### src/rtl/bank_htu_set_entry_wb_pkg.sv
// Shared definitions for the bank HTU set entry: request op codes,
// per-sector state encodings and the writeback FSM state enum.
package bank_htu_pkg;

    typedef enum logic [1:0] {
        OP_READ  = 2'd0,
        OP_WRITE = 2'd1,
        OP_FLUSH = 2'd2,
        OP_INVAL = 2'd3
    } op_e;

    // Encoding 2'd3 is never written into the array.
    typedef enum logic [1:0] {
        SEC_INVALID = 2'd0,
        SEC_CLEAN   = 2'd1,
        SEC_DIRTY   = 2'd2
    } sec_state_e;

    typedef enum logic {
        ST_IDLE    = 1'b0,
        ST_WB_WAIT = 1'b1
    } fsm_e;

endpackage

### src/rtl/bank_htu_set_entry_wb_if.sv
// Bus bundle between the bank pipeline (master) and one set entry (slave).
// Carries the request handshake, the registered response, the dirty-victim
// writeback port and the valid-line count.
interface bank_htu_set_entry_wb_if #(
    parameter int WAYS    = 8,
    parameter int SECTORS = 2,
    parameter int TAG_W   = 22
);
    localparam int WAY_W = $clog2(WAYS);
    localparam int SEC_W = (SECTORS > 1) ? $clog2(SECTORS) : 1;

    logic               req_valid_i;
    logic               req_ready_o;
    logic [1:0]         req_op_i;
    logic [TAG_W-1:0]   req_tag_i;
    logic [SEC_W-1:0]   req_sector_i;
    logic               rsp_valid_o;
    logic               rsp_hit_o;
    logic [WAY_W-1:0]   rsp_way_o;
    logic [1:0]         rsp_state_o;
    logic               wb_valid_o;
    logic               wb_ready_i;
    logic [TAG_W-1:0]   wb_tag_o;
    logic [WAY_W-1:0]   wb_way_o;
    logic [SECTORS-1:0] wb_mask_o;
    logic [WAY_W:0]     valid_count_o;

    modport master (
        output req_valid_i, req_op_i, req_tag_i, req_sector_i, wb_ready_i,
        input  req_ready_o, rsp_valid_o, rsp_hit_o, rsp_way_o, rsp_state_o,
               wb_valid_o, wb_tag_o, wb_way_o, wb_mask_o, valid_count_o
    );

    modport slave (
        input  req_valid_i, req_op_i, req_tag_i, req_sector_i, wb_ready_i,
        output req_ready_o, rsp_valid_o, rsp_hit_o, rsp_way_o, rsp_state_o,
               wb_valid_o, wb_tag_o, wb_way_o, wb_mask_o, valid_count_o
    );

endinterface

### src/rtl/bank_htu_set_entry_wb_chk.sv
// Simulation-only checker: an accepted request may hit at most one way.
// Ports: clk_i, rst_i, check_i (request accepted), hit_vec_i (per-way hit).
module bank_htu_set_entry_wb_chk #(
    parameter int WAYS = 8
) (
    input logic            clk_i,
    input logic            rst_i,
    input logic            check_i,
    input logic [WAYS-1:0] hit_vec_i
);

    a_single_hit: assert property (@(posedge clk_i) disable iff (rst_i)
        check_i |-> $onehot0(hit_vec_i))
        else $error("set entry: more than one way hit the same tag");

endmodule

### src/rtl/bank_htu_set_entry_wb_plru.sv
// Tree-PLRU for one set. Owns WAYS-1 node bits in heap order (root = 0,
// children of n at 2n+1 / 2n+2). A node bit of 0 steers the victim to the
// lower half. A touch points every node on the way's path away from it.
// Ports: clk_i, rst_i (sync, active-high), touch_valid_i, touch_way_i,
//        victim_oh_o (one-hot victim way, combinational from the register).
module bank_htu_plru_tree_param #(
    parameter int  WAYS  = 8,
    localparam int WAY_W = $clog2(WAYS)
) (
    input  logic             clk_i,
    input  logic             rst_i,
    input  logic             touch_valid_i,
    input  logic [WAY_W-1:0] touch_way_i,
    output logic [WAYS-1:0]  victim_oh_o
);

    logic [WAYS-2:0]  node_r;
    logic [WAYS-2:0]  node_nxt_s;
    logic [WAY_W-1:0] vic_way_s;

    // Walk the tree for the victim and compute the post-touch node bits.
    always_comb begin
        int vi;
        int ti;
        logic vd;
        logic td;
        node_nxt_s = node_r;
        vic_way_s  = '0;
        vi         = 0;
        ti         = 0;
        for (int l = 0; l < WAY_W; l++) begin
            vd                      = node_r[vi];
            vic_way_s[WAY_W-1-l]    = vd;
            vi                      = 2 * vi + 1 + int'(vd);
            td                      = touch_way_i[WAY_W-1-l];
            if (touch_valid_i) begin
                node_nxt_s[ti] = ~td;
            end else begin
                node_nxt_s[ti] = node_r[ti];
            end
            ti                      = 2 * ti + 1 + int'(td);
        end
    end

    // Decode the victim way to one-hot.
    always_comb begin
        victim_oh_o            = '0;
        victim_oh_o[vic_way_s] = 1'b1;
    end

    // Node register.
    always_ff @(posedge clk_i) begin
        if (rst_i) begin
            node_r <= '0;
        end else begin
            node_r <= node_nxt_s;
        end
    end

endmodule

### src/rtl/bank_htu_set_entry_wb.sv
// Hit-tracking set entry for one cache set: WAYS lines of tag + per-sector
// state, invalid-first / tree-PLRU victim selection, registered response and
// a dirty-victim writeback port with back-pressure.
// Ports: clk_i, rst_i (sync, active-high), bus (slave side of
//        bank_htu_set_entry_wb_if: request, response, writeback, count).
module bank_htu_set_entry_wb
    import bank_htu_pkg::*;
#(
    parameter int  WAYS    = 8,
    parameter int  SECTORS = 2,
    parameter int  TAG_W   = 22,
    localparam int WAY_W   = $clog2(WAYS)
) (
    input logic                     clk_i,
    input logic                     rst_i,
    bank_htu_set_entry_wb_if.slave  bus
);

    typedef logic [SECTORS-1:0][1:0] line_t;

    logic [TAG_W-1:0]   tag_r  [WAYS];
    line_t              line_r [WAYS];
    fsm_e               state_r, state_nxt_s;
    logic               rsp_valid_r, rsp_hit_r;
    logic [WAY_W-1:0]   rsp_way_r, wb_way_r;
    logic [1:0]         rsp_state_r;
    logic [TAG_W-1:0]   wb_tag_r;
    logic [SECTORS-1:0] wb_mask_r;
    logic [WAY_W:0]     count_r;

    logic [WAYS-1:0]    line_valid_s, hit_vec_s, plru_oh_s;
    logic               accept_s, hit_s, rw_s, have_inv_s;
    logic [WAY_W-1:0]   hit_way_s, victim_way_s, touch_way_s, upd_way_s;
    logic [TAG_W-1:0]   upd_tag_s, wb_tag_nxt_s;
    line_t              upd_line_s;
    logic [SECTORS-1:0] wb_mask_nxt_s;
    logic               wb_gen_s, cnt_inc_s, cnt_dec_s;
    logic [WAY_W-1:0]   rsp_way_nxt_s;
    logic [1:0]         rsp_state_nxt_s;

    // Lowest set index of a way vector.
    function automatic logic [WAY_W-1:0] first_set(input logic [WAYS-1:0] vec);
        logic [WAY_W-1:0] idx;
        idx = '0;
        for (int w = WAYS - 1; w >= 0; w--) begin
            idx = vec[w] ? WAY_W'(w) : idx;
        end
        return idx;
    endfunction

    // Sectors of a line that hold a given state.
    function automatic logic [SECTORS-1:0] sec_match(input line_t line, input logic [1:0] st);
        logic [SECTORS-1:0] m;
        for (int s = 0; s < SECTORS; s++) begin
            m[s] = (line[s] == st);
        end
        return m;
    endfunction

    // Tag lookup, victim choice and handshake.
    always_comb begin
        for (int w = 0; w < WAYS; w++) begin
            line_valid_s[w] = ~&sec_match(line_r[w], SEC_INVALID);
            hit_vec_s[w]    = line_valid_s[w] && (tag_r[w] == bus.req_tag_i);
        end
        accept_s     = bus.req_valid_i && (state_r == ST_IDLE);
        hit_s        = |hit_vec_s;
        hit_way_s    = first_set(hit_vec_s);
        have_inv_s   = ~&line_valid_s;
        victim_way_s = have_inv_s ? first_set(~line_valid_s) : first_set(plru_oh_s);
        rw_s         = (bus.req_op_i == OP_READ) || (bus.req_op_i == OP_WRITE);
        touch_way_s  = hit_s ? hit_way_s : victim_way_s;
    end

    // Next line contents, writeback payload and response for this request.
    always_comb begin
        upd_way_s       = hit_way_s;
        upd_tag_s       = tag_r[hit_way_s];
        upd_line_s      = line_r[hit_way_s];
        wb_gen_s        = 1'b0;
        wb_tag_nxt_s    = tag_r[hit_way_s];
        wb_mask_nxt_s   = '0;
        cnt_inc_s       = 1'b0;
        cnt_dec_s       = 1'b0;
        rsp_way_nxt_s   = '0;
        rsp_state_nxt_s = SEC_INVALID;
        if (hit_s) begin
            case (op_e'(bus.req_op_i))
                OP_READ: begin
                    if (upd_line_s[bus.req_sector_i] == SEC_INVALID) begin
                        upd_line_s[bus.req_sector_i] = SEC_CLEAN;
                    end else begin
                        upd_line_s[bus.req_sector_i] = line_r[hit_way_s][bus.req_sector_i];
                    end
                end
                OP_WRITE: upd_line_s[bus.req_sector_i] = SEC_DIRTY;
                OP_FLUSH: begin
                    if (upd_line_s[bus.req_sector_i] == SEC_DIRTY) begin
                        upd_line_s[bus.req_sector_i]   = SEC_CLEAN;
                        wb_gen_s                       = 1'b1;
                        wb_mask_nxt_s[bus.req_sector_i] = 1'b1;
                    end else begin
                        wb_gen_s = 1'b0;
                    end
                end
                OP_INVAL: begin
                    upd_line_s = '0;
                    cnt_dec_s  = 1'b1;
                end
                default: upd_line_s = line_r[hit_way_s];
            endcase
            rsp_way_nxt_s   = hit_way_s;
            rsp_state_nxt_s = upd_line_s[bus.req_sector_i];
        end else if (rw_s) begin
            // Miss: allocate the victim, writing back whatever of it is dirty.
            upd_way_s     = victim_way_s;
            upd_tag_s     = bus.req_tag_i;
            upd_line_s    = '0;
            upd_line_s[bus.req_sector_i] = (bus.req_op_i == OP_WRITE) ? SEC_DIRTY : SEC_CLEAN;
            wb_tag_nxt_s  = tag_r[victim_way_s];
            wb_mask_nxt_s = sec_match(line_r[victim_way_s], SEC_DIRTY);
            wb_gen_s      = |wb_mask_nxt_s;
            cnt_inc_s     = ~line_valid_s[victim_way_s];
            rsp_way_nxt_s   = victim_way_s;
            rsp_state_nxt_s = upd_line_s[bus.req_sector_i];
        end else begin
            upd_line_s = line_r[hit_way_s];
        end
    end

    // Tag/state array and valid-line count.
    always_ff @(posedge clk_i) begin
        if (rst_i) begin
            for (int w = 0; w < WAYS; w++) begin
                tag_r[w]  <= '0;
                line_r[w] <= '0;
            end
            count_r <= '0;
        end else if (accept_s && (hit_s || rw_s)) begin
            tag_r[upd_way_s]  <= upd_tag_s;
            line_r[upd_way_s] <= upd_line_s;
            count_r <= count_r + (WAY_W+1)'(cnt_inc_s) - (WAY_W+1)'(cnt_dec_s);
        end
    end

    // Response and writeback payload registers.
    always_ff @(posedge clk_i) begin
        if (rst_i) begin
            rsp_valid_r <= 1'b0;
            rsp_hit_r   <= 1'b0;
            rsp_way_r   <= '0;
            rsp_state_r <= 2'd0;
            wb_tag_r    <= '0;
            wb_way_r    <= '0;
            wb_mask_r   <= '0;
        end else begin
            rsp_valid_r <= accept_s;
            if (accept_s) begin
                rsp_hit_r   <= hit_s;
                rsp_way_r   <= rsp_way_nxt_s;
                rsp_state_r <= rsp_state_nxt_s;
            end
            // Payload only loads from IDLE, so it stays put through WB_WAIT.
            if (accept_s && wb_gen_s) begin
                wb_tag_r  <= wb_tag_nxt_s;
                wb_way_r  <= upd_way_s;
                wb_mask_r <= wb_mask_nxt_s;
            end
        end
    end

    // FSM state register.
    always_ff @(posedge clk_i) begin
        if (rst_i) begin
            state_r <= ST_IDLE;
        end else begin
            state_r <= state_nxt_s;
        end
    end

    // FSM next state.
    always_comb begin
        state_nxt_s = state_r;
        case (state_r)
            ST_IDLE: begin
                if (accept_s && wb_gen_s) begin
                    state_nxt_s = ST_WB_WAIT;
                end else begin
                    state_nxt_s = ST_IDLE;
                end
            end
            ST_WB_WAIT: begin
                if (bus.wb_ready_i) begin
                    state_nxt_s = ST_IDLE;
                end else begin
                    state_nxt_s = ST_WB_WAIT;
                end
            end
            default: state_nxt_s = ST_IDLE;
        endcase
    end

    bank_htu_plru_tree_param #(.WAYS(WAYS)) u_plru (
        .clk_i         (clk_i),
        .rst_i         (rst_i),
        .touch_valid_i (accept_s && rw_s),
        .touch_way_i   (touch_way_s),
        .victim_oh_o   (plru_oh_s)
    );

    bank_htu_set_entry_wb_chk #(.WAYS(WAYS)) u_chk (
        .clk_i     (clk_i),
        .rst_i     (rst_i),
        .check_i   (accept_s),
        .hit_vec_i (hit_vec_s)
    );

    assign bus.req_ready_o   = (state_r == ST_IDLE);
    assign bus.rsp_valid_o   = rsp_valid_r;
    assign bus.rsp_hit_o     = rsp_hit_r;
    assign bus.rsp_way_o     = rsp_way_r;
    assign bus.rsp_state_o   = rsp_state_r;
    assign bus.wb_valid_o    = (state_r == ST_WB_WAIT);
    assign bus.wb_tag_o      = wb_tag_r;
    assign bus.wb_way_o      = wb_way_r;
    assign bus.wb_mask_o     = wb_mask_r;
    assign bus.valid_count_o = count_r;

endmodule

### src/flat_wrapper.sv
// flat-port wrapper written by rule: the top's interface ports become plain ports
module bank_htu_set_entry_wb_flat import bank_htu_pkg::*;
#(
    parameter int  WAYS    = 8,
    parameter int  SECTORS = 2,
    parameter int  TAG_W   = 22,
    localparam int WAY_W   = $clog2(WAYS)
)
  (clk_i, rst_i, bus_req_valid_i, bus_req_op_i, bus_req_tag_i, bus_req_sector_i, bus_wb_ready_i, bus_req_ready_o, bus_rsp_valid_o, bus_rsp_hit_o, bus_rsp_way_o, bus_rsp_state_o, bus_wb_valid_o, bus_wb_tag_o, bus_wb_way_o, bus_wb_mask_o, bus_valid_count_o);
  bank_htu_set_entry_wb_if #(.WAYS(WAYS), .SECTORS(SECTORS), .TAG_W(TAG_W)) bus_i ();
  input logic clk_i;
  input logic rst_i;
  input wire logic [$bits(bus_i.req_valid_i)-1:0] bus_req_valid_i;
  input wire logic [$bits(bus_i.req_op_i)-1:0] bus_req_op_i;
  input wire logic [$bits(bus_i.req_tag_i)-1:0] bus_req_tag_i;
  input wire logic [$bits(bus_i.req_sector_i)-1:0] bus_req_sector_i;
  input wire logic [$bits(bus_i.wb_ready_i)-1:0] bus_wb_ready_i;
  output wire logic [$bits(bus_i.req_ready_o)-1:0] bus_req_ready_o;
  output wire logic [$bits(bus_i.rsp_valid_o)-1:0] bus_rsp_valid_o;
  output wire logic [$bits(bus_i.rsp_hit_o)-1:0] bus_rsp_hit_o;
  output wire logic [$bits(bus_i.rsp_way_o)-1:0] bus_rsp_way_o;
  output wire logic [$bits(bus_i.rsp_state_o)-1:0] bus_rsp_state_o;
  output wire logic [$bits(bus_i.wb_valid_o)-1:0] bus_wb_valid_o;
  output wire logic [$bits(bus_i.wb_tag_o)-1:0] bus_wb_tag_o;
  output wire logic [$bits(bus_i.wb_way_o)-1:0] bus_wb_way_o;
  output wire logic [$bits(bus_i.wb_mask_o)-1:0] bus_wb_mask_o;
  output wire logic [$bits(bus_i.valid_count_o)-1:0] bus_valid_count_o;
  assign bus_i.req_valid_i = bus_req_valid_i;
  assign bus_i.req_op_i = bus_req_op_i;
  assign bus_i.req_tag_i = bus_req_tag_i;
  assign bus_i.req_sector_i = bus_req_sector_i;
  assign bus_i.wb_ready_i = bus_wb_ready_i;
  assign bus_req_ready_o = bus_i.req_ready_o;
  assign bus_rsp_valid_o = bus_i.rsp_valid_o;
  assign bus_rsp_hit_o = bus_i.rsp_hit_o;
  assign bus_rsp_way_o = bus_i.rsp_way_o;
  assign bus_rsp_state_o = bus_i.rsp_state_o;
  assign bus_wb_valid_o = bus_i.wb_valid_o;
  assign bus_wb_tag_o = bus_i.wb_tag_o;
  assign bus_wb_way_o = bus_i.wb_way_o;
  assign bus_wb_mask_o = bus_i.wb_mask_o;
  assign bus_valid_count_o = bus_i.valid_count_o;
  bank_htu_set_entry_wb #(.WAYS(WAYS), .SECTORS(SECTORS), .TAG_W(TAG_W)) u_core (.clk_i(clk_i), .rst_i(rst_i), .bus(bus_i));
endmodule
### config.mk
export PLATFORM = sky130hd
export DESIGN_NAME = bank_htu_set_entry_wb_flat
export DESIGN_NICKNAME = d
export VERILOG_FILES = /design/src/rtl/bank_htu_set_entry_wb_pkg.sv /design/src/rtl/bank_htu_set_entry_wb_if.sv /design/src/rtl/bank_htu_set_entry_wb_chk.sv /design/src/rtl/bank_htu_set_entry_wb_plru.sv /design/src/rtl/bank_htu_set_entry_wb.sv /design/src/flat_wrapper.sv
export SDC_FILE = /design/constraint.sdc
export NUM_CORES = 1
export LEC_CHECK = 0
export CAP_MARGIN = 20
export CORE_ASPECT_RATIO = 1.5
export CORE_MARGIN = 3
export CORE_UTILIZATION = 25
export DETAILED_ROUTE_END_ITERATION = 12
export GPL_ROUTABILITY_DRIVEN = 0
export PLACE_DENSITY = 0.41
export SYNTH_ARGS = -nofsm -noshare
export SYNTH_HDL_FRONTEND = slang
export SYNTH_SLANG_ARGS = --single-unit
### constraint.sdc
create_clock -name clk_i -period 6.4 [get_ports clk_i]
set_input_delay 1.28 -clock clk_i [delete_from_list [all_inputs] [get_ports clk_i]]
set_output_delay 1.28 -clock clk_i [all_outputs]
set_load 0.03 [all_outputs]
* Yosys cells after proc, flatten, opt, wreduce, memory -nomap -nowiden
Memory sizes are Yosys's and may differ from the RTL's.
Cells that the tools add are included.
** Storage, ports and cells
- Bits in registers :: 46
- Latch bits :: 0
- Memory bits (writable) :: 208
- Bits in read-only memories :: 0
- Input bits :: 29
- Output and inout bits :: 40
- Word-level logic and storage cells :: 221
- Memories :: 2
** Cells by class
- Add/subtract/negate cells :: 8
- Multiply operators :: 0
- Div/mod/pow operators :: 0
- $lt $le $gt $ge :: 11
- Eq/ne operators :: 14
- Shifts and indexed selects :: 0
- Muxes and demuxes :: 106
- Bitwise gates (word level) :: 13
- Reduce and logical (&&, ||, !) cells :: 57
** Memory list
- u_core.tag_r :: words 8, width 22, rd ports 10, clocked after Yosys merged registers in 0, write ports 8, line bank_htu_set_entry_wb.sv:21 : logic [TAG_W-1:0] tag_r [WAYS];
- u_core.line_r :: words 8, width 4, rd ports 10, clocked after Yosys merged registers in 0, write ports 8, line bank_htu_set_entry_wb.sv:22 : line_t line_r [WAYS];
** Operators by type and width (count)
- == test 22 bit :: 8
- two-way mux 22 bit :: 5
- two-way mux 3 bit :: 32
- < comparator 32 x 5 -> 1 bit, second input constant :: 2
- logical NOT 2 bit :: 18
- adder 32 x 2 -> 32 bit :: 1
- adder 32 x 2 -> 32 bit, second input constant :: 1
- two-way mux 1 bit :: 31
- bitwise mux 7 bit :: 4
- two-way mux 2 bit :: 14
- OR reduction 22 bit :: 1
- two-way mux 4 bit :: 5
- logical AND 1 bit :: 16
- case mux 4 bit (4 select lines) :: 1
- AND reduction 2 bit :: 8
- binary-select mux 1 bit (select 3 bit) :: 5
- two-way mux 7 bit :: 2
- == test 2 bit, second input constant :: 5
- demux 1 bit (select 3 bit) :: 3
- logical NOT 1 bit :: 8
- < comparator 3 x 4 -> 1 bit, second input constant :: 2
- NOT 8 bit :: 1
- AND reduction 8 bit :: 1
- OR reduction 8 bit :: 1
- other kinds (25) :: 34

* Longest topological paths before layout
Gate-level depths: netlist of the first run.
- Depth after elaboration :: 31
- Gate-level depth with buffers :: 19
- Depth with buffers taken out :: 18

* Hierarchy
From an unflattened synthesis of the first run, not the netlist that was laid out.
** Second synthesis, totals
- Cell total of the unflattened synthesis :: 1615
- Area total of the unflattened synthesis :: 16569.6 sq um
** By module, submodules not included
- bank_htu_set_entry_wb :: times used 1, cells each 1543, area an instance 15947.8 sq um, seq. area each 7026.7 sq um
- bank_htu_plru_tree_param :: times used 1, cells each 72, area an instance 621.8 sq um, seq. area each 140.1 sq um

* Worst setup path before layout of the first run
No wires, ideal clock.
- Path kind :: input to register
- From :: in bus_req_tag_i[14]
- To :: mem u_core.line_r[0][0] in the netlist's numbering, enable pin
- Setup time :: 0.383 ns
- Arrival :: 4.738 ns
- Required time :: 6.017 ns
- Slack :: 1.279 ns
- Stages :: 13
- Path buffers :: 2
- Cell sequence :: buf_2 xnor2_2 nand4_1 or4_1 or3_1 a21oi_1 o311ai_1 a21oi_1 nor2_1 nor4_1 nand2_1 clkbuf_1 nand2_1
** RTL lines
- start: declaration :: line flat_wrapper.sv:15 : input wire logic [$bits(bus_i.req_tag_i)-1:0] bus_req_tag_i;
- end: declaration :: line bank_htu_set_entry_wb.sv:22

==> metrics, run 1 <==
minimum clock period 5540 ps; Hold Vio Cnt, Final 0; Crit-path slowest cell clkdlybuf4s50_1; Avg WL per Cell 28.3 µm; Inserted Clock Buffers 28; switching power 1490 µW; largest net degree at the start of global routing 49; initial antenna violation count 0; Routed WL 73.6 mm; CP endpoint kind register; Pre-antenna DRT Iters 5; status complete, no violations; PostCTS Resize Cnt 0; CP Data Arrival Time 5840 ps; asr flop ratio synth 0%; Post-synth EDFFs 208; most frequent cell on the critical path mux2i_1; vias in the first global route 13.6k; Crit path largest cell delay 690 ps; Slew @ Worst Pin 1080 ps; Non-Filler Instances 2597; Area Growth Syn to Fin 19.8%; nets 1736; Seq pwr share 41.7%; Lkg Pwr 0.00708 µW; Seq/Total Area, Yosys 43.3%; Die Ht 321 µm; antenna-violating nets left 0; Inst Count DP 2544; 1st-iter DRT viols 1117; Die ar. 69500 µm²; Tot GR Track Use 20.7%; final max-slew violation count 0; io pins 69; # H-tree levels 1; CP startpoint kind input port; Peak Freq 180 MHz; gr ovfl total 0; Critical Path RT 6700 ps; Post-CTS Setup Bufs 0; Worst-path clk slew 60 ps; clk root buf clkbuf_16; Vias/cell 5.21; Setup TNS Final 0 ps; Mapped Cells 1589; number of synthesized register bits 254; Hold Crit Class register to register; PD cells 237 nW/µm²; floorplan row count 115; first-pass GRT wire length 103 mm; relative slew slack 27.6%; Internal Pwr Total 3210 µW; Clk pwr share 35.2%; clk_lat worst skew 570 ps; RSZ-0062 raised after global routing false; # diodes 0; clk buf depth 3; Top delay family on crit path buffers and inverters; logic gate share of total power 23.1%; via count 13.5k; final setup fails 0; PortBufs 68; Synth cell types 78; DIE WIDTH 216 µm; Switching Share 31.7%; core area 65600 µm²; crit-path max FO 29; Crit Path Category input port to register; number of clock sinks 254; syn avg cell area 10.4 µm²; CP Cell Sequence clkdlybuf4s50_1 -> xnor2_1 -> or4b_1 -> nor4b_1 -> and4_1 -> nor4_1 -> buf_2 -> nor2_4 -> buf_12 -> buf_4 -> mux2i_1 -> mux2i_1 -> mux2i_1 -> nand2_1 -> o21ai_1 -> nor2_1; layout cells sized above 1 12.2%; clk_skew 16.4 ps; hpwl dp 55.4 mm; drc violations 0; initial core utilization 25.3%; number of max-cap violations 0; CTS tree yes; Final Cycle Share 86.6%; CTS Hold Buffers Added 0; Warnings, synthesis 0; Synth Flop Type edfxtp_1; Post-Syn Nets 1627; Post-Syn Area 16600 µm²; CP bufs+invs 4; VDD IR-drop max 0.199 mV
-- through the flow --
step	setup slack (ps)	utilization (%)	cell area (µm²)	power (µW)	hold slack [ps]
floorplan	1280	-	16600	2590	485
global placement	340	28.8	18900	3080	451
detailed placement	330	28.8	18900	3080	450
CTS	927	30.2	19800	4730	459
global route	600	30.3	19900	4850	472
finish	858	30.3	19900	4700	457
-- synthesized netlist by cell type (4+ instances only) --
library cell / number / area [µm²]
a41o_1: 7 / 70.1
a211oi_1: 9 / 67.6
nor2b_1: 7 / 43.8
o21ai_0: 9 / 45.0
mux4_2: 23 / 518
or4_1: 11 / 82.6
a31oi_1: 9 / 56.3
a22o_1: 4 / 35.0
nand4_1: 26 / 163
xor2_1: 130 / 1140
nor2_1: 266 / 998
o211a_1: 7 / 70.1
and2_1: 7 / 43.8
buf_1: 7 / 26.3
o41ai_1: 5 / 43.8
nor4_1: 70 / 438
xnor2_1: 47 / 412
and4_1: 4 / 35.0
a21o_1: 15 / 113
nor3_1: 24 / 120
nor3b_1: 9 / 67.6
a21oi_1: 38 / 190
buf_6: 5 / 56.3
mux2i_1: 278 / 2780
nand3_1: 27 / 135
ha_1: 8 / 100
inv_1: 19 / 71.3
edfxtp_1: 208 / 6250
dfxtp_1: 46 / 921
and3_1: 4 / 25.0
clkbuf_1: 42 / 158
nand2_1: 86 / 323
buf_2: 36 / 180
o21ai_1: 26 / 130
buf_4: 5 / 37.5
-- power by group through the flow --
stage,clock [µW],combinational (µW),sequential [µW]
3_3_place_gp,0,1080,2000
5_1_grt,1750,1140,1970
2_1_floorplan,0,593,2000
6_report,1660,1090,1960
4_1_cts,1690,1090,1960
3_5_place_dp,0,1080,2000
-- layer usage --
| metal | up-vias | wire [µm] | GRT usage [%] |
|---|---|---|---|
| met5 | - | 0 | 0 |
| met4 | 0 | 6240 | 14.2 |
| met3 | 190 | 3510 | 2.67 |
| met2 | 520 | 37800 | 38.1 |
| met1 | 6747 | 26000 | 21.7 |
| li1 | 6073 | - | - |
-- cell usage in the layout, fill, tap and decap left out, types with 11 or more instances in the layout --
cell / synthesis / layout
nand2_1: 86 / 84
nand4_1: 26 / 26
o21ai_1: 26 / 26
mux4_2: 23 / 23
mux2i_1: 278 / 278
nor4_1: 70 / 69
nor2_1: 266 / 265
xor2_1: 130 / 130
xnor2_1: 47 / 47
inv_1: 19 / 19
clkdlybuf4s50_1: 0 / 67
buf_4: 5 / 90
nand3_1: 27 / 27
nor3_1: 24 / 24
buf_12: 0 / 15
a21o_1: 15 / 14
dfxtp_1: 46 / 46
edfxtp_1: 208 / 208
or4_1: 11 / 11
a21oi_1: 38 / 37
clkbuf_16: 0 / 29
-- worst paths after layout --
check	start	end	slack, ps	cells after the start
setup / recovery	bus_req_tag_i[9]	u_core.tag_r[4][3]$_SDFFCE_PN0P_	860	16
hold / removal	u_core.bus.rsp_way_o[0]$_SDFFE_PP0P_	u_core.bus.rsp_way_o[0]$_SDFFE_PP0P_	460	2
setup reg to reg	u_core.line_r[7][2]$_SDFFCE_PN0P_	u_core.bus.wb_tag_o[10]$_SDFFE_PP0P_	1090	12
hold reg to reg	u_core.bus.rsp_way_o[0]$_SDFFE_PP0P_	u_core.bus.rsp_way_o[0]$_SDFFE_PP0P_	460	2
-- flip-flops by register name, indices dropped and copies added (netlist names) --
signal and count:
u_core.bus.rsp_hit_o 1, u_core.bus.rsp_state_o 2, u_core.bus.rsp_valid_o 1, u_core.bus.rsp_way_o 3
u_core.bus.valid_count_o 4, u_core.bus.wb_mask_o 2, u_core.bus.wb_tag_o 22, u_core.bus.wb_valid_o 1
u_core.bus.wb_way_o 3, u_core.line_r 32, u_core.tag_r 176, u_core.u_plru.node_r 7
-- area by class of cell --
type / instances / area (µm²)
Clock inverter: 11 / 87.6
Sequential cell: 254 / 7170
Timing Repair Buffer: 174 / 1660
Fill cell: 6844 / 45800
Clock buffer: 41 / 833
Tap cell: 877 / 1100
Multi-Input combinational cell: 1218 / 8930
Inverter: 22 / 82.6
-- cell families after synthesis --
group,Yosys count,synth area share [%]
compound gates,168,7.26
xor+xnor,180,9.65
fa+ha+maj,9,0.725
buf+inv,117,3.26
flops,254,43.3
mux,304,20.1
simple gates,557,15.7
-- worst reg2reg max path, delay by kind of cell, from the launching register on --
family	cells	cell delay (ps)
AND/OR/NAND/NOR	5	1940
flip-flops	1	420
buffers and inverters	2	1360
multiplexers	3	1010
AO/OA/AOI/OAI	2	540
(Power assumes the default switching activity.)
==> run 2: changes to the inputs <==
- CORE_UTILIZATION: 25 -> 55
- PLACE_DENSITY: 0.41 -> 0.74
- SLEW_MARGIN: not set -> 10
==> run 2 against run 1 <==
Wire length decreased by 16%. Via count increased by 5.0%. Global-route usage increased by 17 points. Final area decreased by 5.0%. Largest power group unchanged. Highest routed layer unchanged.
==> metrics, run 2 (synthesized netlist as in run 1, its figures left out) <==
status complete, no violations; Setup TNS Final 0 ps (unchanged); Avg WL per Cell 29.8 µm (+5.1%); clk_skew 17.1 ps (+0.694 ps); commonest non-fill, non-tap cell in the layout mux2i_1; finished layout cell area 18900 µm² (-5.0%); worst hold slack 465 ps (+8.72 ps); fill count 2412 (-65%); Top delay family on crit path simple AND/OR/NAND/NOR gates; most frequent cells in the layout mux2i_1, nor2_1, edfxtp_1, xor2_1, nand2_1; DIE WIDTH 148 µm (-32%); CP Data Arrival Time 6240 ps (+400 ps); Tot GR Track Use 37.7% (+17 points); number of clock sinks 254 (unchanged); clk buf depth 3 (unchanged); Area Growth Syn to Fin 13.8%; Hold Crit Start u_core.bus.rsp_hit_o$_SDFFE_PP0P_; Hold Vio Cnt, Final 0 (unchanged); DP Area 18000 µm² (-5.1%); Peak Freq 174 MHz (-3.6%); final max-slew violation count 0 (unchanged); CP startpoint kind input port; initial core utilization 56.0% (+31 points); via count 14.2k (+5.0%); initial antenna violation count 0 (unchanged); worst hold path stage count 2 (unchanged); Slew @ Worst Pin 1130 ps (+52.7 ps); Crit-path slowest cell clkdlybuf4s50_1; RR Endpoint u_core.bus.wb_tag_o[8]$_SDFFE_PP0P_; largest net degree at the start of global routing 48 (-2.0%); Die ar. 32300 µm² (-54%); antenna-violating nets left 0 (unchanged); minimum clock period 5750 ps (+207 ps); RSZ-0062 raised after global routing false; 1st-iter DRT viols 1812 (+62%); area of the multi-input gates 8920 µm² (about the same); most frequent cell on the critical path mux2i_1; # H-tree levels 1 (unchanged); relative slew slack 24.0% (-3.6 points); final setup fails 0 (unchanged); Lkg Pwr 0.00685 µW (-3.3%); CTS Hold Buffers Added 0 (unchanged); Vias/cell 6.86 (+32%); hpwl dp 42.1 mm (-24%); vias in the first global route 13.7k (+0.75%); Crit Path Category input port to register; Hold Crit Class register to register; Routed WL 61.6 mm (-16%); Reg area 7170 µm² (unchanged); crit-path max FO 17 (-41%); Inserted Clock Buffers 26 (-7.1%); Reg with most FFs u_core.tag_r; CTS tree yes; CP Cell Sequence clkdlybuf4s50_1 -> xnor2_1 -> nand4_1 -> nor4_1 -> and2_1 -> nor4_1 -> nor2_4 -> buf_4 -> buf_4 -> buf_4 -> mux2i_1 -> mux2i_1 -> mux2i_1 -> mux2i_1 -> nand3_1 -> a21oi_1; hold endpoint u_core.bus.rsp_hit_o$_SDFFE_PP0P_; Die Ht 219 µm (-32%); PortBufs 68 (unchanged); Non-Filler Instances 2071 (-20%); Largest register FFs 176 (unchanged); CP endpoint kind register; # diodes 0 (unchanged); core area 29600 µm² (-55%); Crit path largest cell delay 740 ps (+50 ps); reg-to-reg critical path startpoint u_core.line_r[3][3]$_SDFFCE_PN0P_; Inst Count DP 2023 (-20%); Final Cycle Share 89.8% (+3.2 points); drc violations 0 (unchanged); layout cells sized above 1 9.84% (-2.4 points); floorplan row count 77 (-33%); clk_lat worst skew 590 ps (+20 ps); Critical Path RT 6900 ps (+200 ps); number of max-cap violations 0 (unchanged); clk root buf clkbuf_16; Worst-path clk slew 60 ps (about the same); PD cells 244 nW/µm² (+2.9%); Post-CTS Setup Bufs 0 (unchanged); PostCTS Resize Cnt 0 (unchanged); Pre-antenna DRT Iters 7 (+2); VDD IR-drop max 0.194 mV (-2.3%); r2r worst-path depth 12 (unchanged); gr ovfl total 0 (unchanged); nets 1694 (-2.4%); R2R setup slack 1410 ps (+320 ps); CP bufs+invs 4 (unchanged); first-pass GRT wire length 89.1 mm (-13%); io pins 69 (unchanged)
[run 2: worst max path at each step]
stage                      start  cells after the start                              endpoint  slack, ps
6_report        bus_req_tag_i[6]                     16  u_core.bus.wb_tag_o[10]$_SDFFE_PP0P_        650
5_1_grt         bus_req_tag_i[6]                     13  u_core.bus.wb_mask_o[1]$_SDFFE_PP0P_        480
4_1_cts         bus_req_tag_i[6]                     13  u_core.bus.wb_mask_o[1]$_SDFFE_PP0P_       1000
3_5_place_dp    bus_req_tag_i[6]                     13  u_core.bus.wb_mask_o[1]$_SDFFE_PP0P_        430
3_3_place_gp    bus_req_tag_i[5]                     13  u_core.bus.wb_mask_o[1]$_SDFFE_PP0P_        520
2_1_floorplan  bus_req_tag_i[14]                     13     u_core.line_r[0][0]$_SDFFCE_PN0P_       1280
[run 2: layout make-up]
class	count	area share [%]
tap	395	2.62
sequential	254	38.0
multi-input combinational	1218	47.3
timing repair buffer	134	6.90
clock inverter	19	1.11
inverter	22	0.438
clock buffer	29	3.62
[run 2: tightest hold or removal path: stages, from the launching register on]
cell and delay (ps):
dfxtp_1 310, nand2_1 60, a21oi_1 60
[run 2: power by group]
part,total (µW),switching [µW],internal [µW]
clock network,1630,689,936
logic,1010,647,366
registers,1960,87.6,1870
total,4600,1420,3180
[run 2: per-stage QoR]
stage / utilization, % / total power (µW) / setup slack, ps
after floorplan: - / 2590 / 1280
after global placement: 60.8 / 2930 / 520
after detailed placement: 60.8 / 2950 / 433
after CTS: 63.8 / 4540 / 996
after global routing: 63.8 / 4720 / 484
final: 63.8 / 4600 / 651
[run 2: routing by layer]
layer / part of all wire (%) / track usage [%]
met3: 11 / 10.4
met1: 33 / 42.3
met4: 9.3 / 27.3
met5: 0 / 0
met2: 46 / 61.5
==> variant: new RTL, config.mk and constraints of run 2 <==
Make the reset (`rst_i`) asynchronous in 4 clocked blocks.
--- a/src/rtl/bank_htu_set_entry_wb_plru.sv
+++ b/src/rtl/bank_htu_set_entry_wb_plru.sv
@@ -49,7 +49,7 @@
     end
 
     // Node register.
-    always_ff @(posedge clk_i) begin
+    always_ff @(posedge clk_i or posedge rst_i) begin
         if (rst_i) begin
             node_r <= '0;
         end else begin
--- a/src/rtl/bank_htu_set_entry_wb.sv
+++ b/src/rtl/bank_htu_set_entry_wb.sv
@@ -129,7 +129,7 @@
     end
 
     // Tag/state array and valid-line count.
-    always_ff @(posedge clk_i) begin
+    always_ff @(posedge clk_i or posedge rst_i) begin
         if (rst_i) begin
             for (int w = 0; w < WAYS; w++) begin
                 tag_r[w]  <= '0;
@@ -144,7 +144,7 @@
     end
 
     // Response and writeback payload registers.
-    always_ff @(posedge clk_i) begin
+    always_ff @(posedge clk_i or posedge rst_i) begin
         if (rst_i) begin
             rsp_valid_r <= 1'b0;
             rsp_hit_r   <= 1'b0;
@@ -170,7 +170,7 @@
     end
 
     // FSM state register.
-    always_ff @(posedge clk_i) begin
+    always_ff @(posedge clk_i or posedge rst_i) begin
         if (rst_i) begin
             state_r <= ST_IDLE;
         end else begin
Function: differs if rst_i is asserted again (counterexample within 4 cycles, from zero or initial values and one cycle with rst_i high); with rst_i held inactive, the same outputs for 4 cycles.
==> variant against run 2 <==
Area after synthesis grew 4.3%. Fmax grew 2.5%. Critical endpoint is now u_core.bus.wb_tag_o[17]$_DFFE_PP0P_. Worst setup slack gained 0.14 ns. Sequential cell count is the same. Wire length is essentially flat. Sequential share of layout area shrank 5.5 points. Design area grew 3.8%.
Power is not compared: it rests on default switching activity, and its combinational part moved more than twofold at a synthesized area within 25%.
==> variant: results (changes against run 2) <==
- Non-filler cells, final: 2287 (+10%)
- Final Skew: 0.00993 ns (-0.00715 ns)
- Placed insts: 2238 (+11%)
- Xor/xnor share of the synthesized area: 0.0948 (-0.00169)
- Non-CTS buffers: 122 (-9.0%)
- Synth area leaders: dfrtp_1 37%, mux2_2 14%, xor2_1 5.4%
- Total track usage: 0.365 (-0.0122)
- Clkbuf count: 35 (+21%)
- Dominant synthesized flop cell: dfrtp_1
- Global Route met1 Usage: 0.436 (+0.0128)
- Synth Area in Adders: 0.00695 (-0.000296)
- Netlist cell types: 80 (+2.6%)
- Vias in the first global route: 15382 (+12%)
- DRT Pass-1 Iters: 9 (+2)
- Multi-input gate count: 1442 (+18%)
- Async SR Flop Fraction: 1.00 (+1.00)
- Slowest cell on crit path: xnor2_1
- DR iter-0 viols: 2340 (+29%)
- Later-pin clock latency in the skew report: 0.57 ns (-0.02 ns)
- CP peak stage delay: 0.68 ns (-0.06 ns)
- Fraction of area in registers: 0.325 (-0.0554)
- Met3 Usage GRT: 0.0921 (-0.0117)
- # diodes: 1 (+1)
- Worst rel slew slack: 0.278 (+0.0382)
- Top cells by count, synth: 254 x dfrtp_1, 227 x nand2_1, 212 x mux2_2, 106 x xor2_1, 105 x a21oi_1
- Total number of sequential cells: 254 (unchanged)
- Share of cells above drive strength 1: 0.181 (+0.0824)
- Status: completed
- Non-clk buf share: 0.0629 (-0.00606)
- Clock buffer count from CTS: 27 (+3.8%)
- Mux cell area share after synthesis: 0.188 (-0.0136)
- Avg WL per Cell: 26.9 um (-9.5%)
- Area of the multi-input gates: 0.0104 mm2 (+17%)
- HPWL Detailed: 41300 um (-1.8%)
- Critical path's top delay family: buffers and inverters
- Top-area cell type share of the netlist area: 0.368 (-0.00900)
- Clk tree area frac: 0.0507 (+0.00337)
- Initial antenna violation count: 2 (+2)
- Largest net degree at the start of global routing: 133 (+180%)
- Syn Nets: 1873 (+15%)
## variant: report_power, final
group          switching (uW)  internal, uW  total [uW]
sequential                904          2320        3230
clock                     682          1110        1790
combinational            4360          2780        7150
total                    5950          6220       12200
## variant: routing by layer
| layer | share of wire | vias to the layer above |
|---|---|---|
| met5 | 0.00044 | - |
| met4 | 0.10 | 2 |
| met3 | 0.10 | 336 |
| met2 | 0.45 | 1079 |
| met1 | 0.35 | 7611 |
| li1 | - | 6754 |
## variant: worst paths after layout
check / start / end / slack, ns / depth (start not counted)
setup / recovery: bus_req_tag_i[1] / u_core.bus.wb_tag_o[17]$_DFFE_PP0P_ / 0.79 / 14
hold / removal: u_core.bus.valid_count_o[3]$_DFFE_PP0P_ / u_core.bus.valid_count_o[3]$_DFFE_PP0P_ / 0.48 / 1
setup reg to reg: u_core.tag_r[106]$_DFFE_PP0P_ / u_core.line_r[16]$_DFFE_PP0P_ / 1.72 / 12
hold reg to reg: u_core.bus.valid_count_o[3]$_DFFE_PP0P_ / u_core.bus.valid_count_o[3]$_DFFE_PP0P_ / 0.48 / 1
max in group asynchronous: rst_i / u_core.bus.wb_tag_o[3]$_DFFE_PP0P_ / 4.17 / 3
min in group asynchronous: rst_i / u_core.bus.wb_tag_o[19]$_DFFE_PP0P_ / 1.16 / 2
## variant: through the flow
stage                     setup WS, ns  cell area, um2  hold slack [ns]
final                            0.789           19600            0.477
after global routing             0.637           19600            0.500
after CTS                         1.05           19600            0.489
after detailed placement         0.509           18600            0.475
after global placement           0.563           18600            0.459
after floorplan                   1.72           17300            0.496
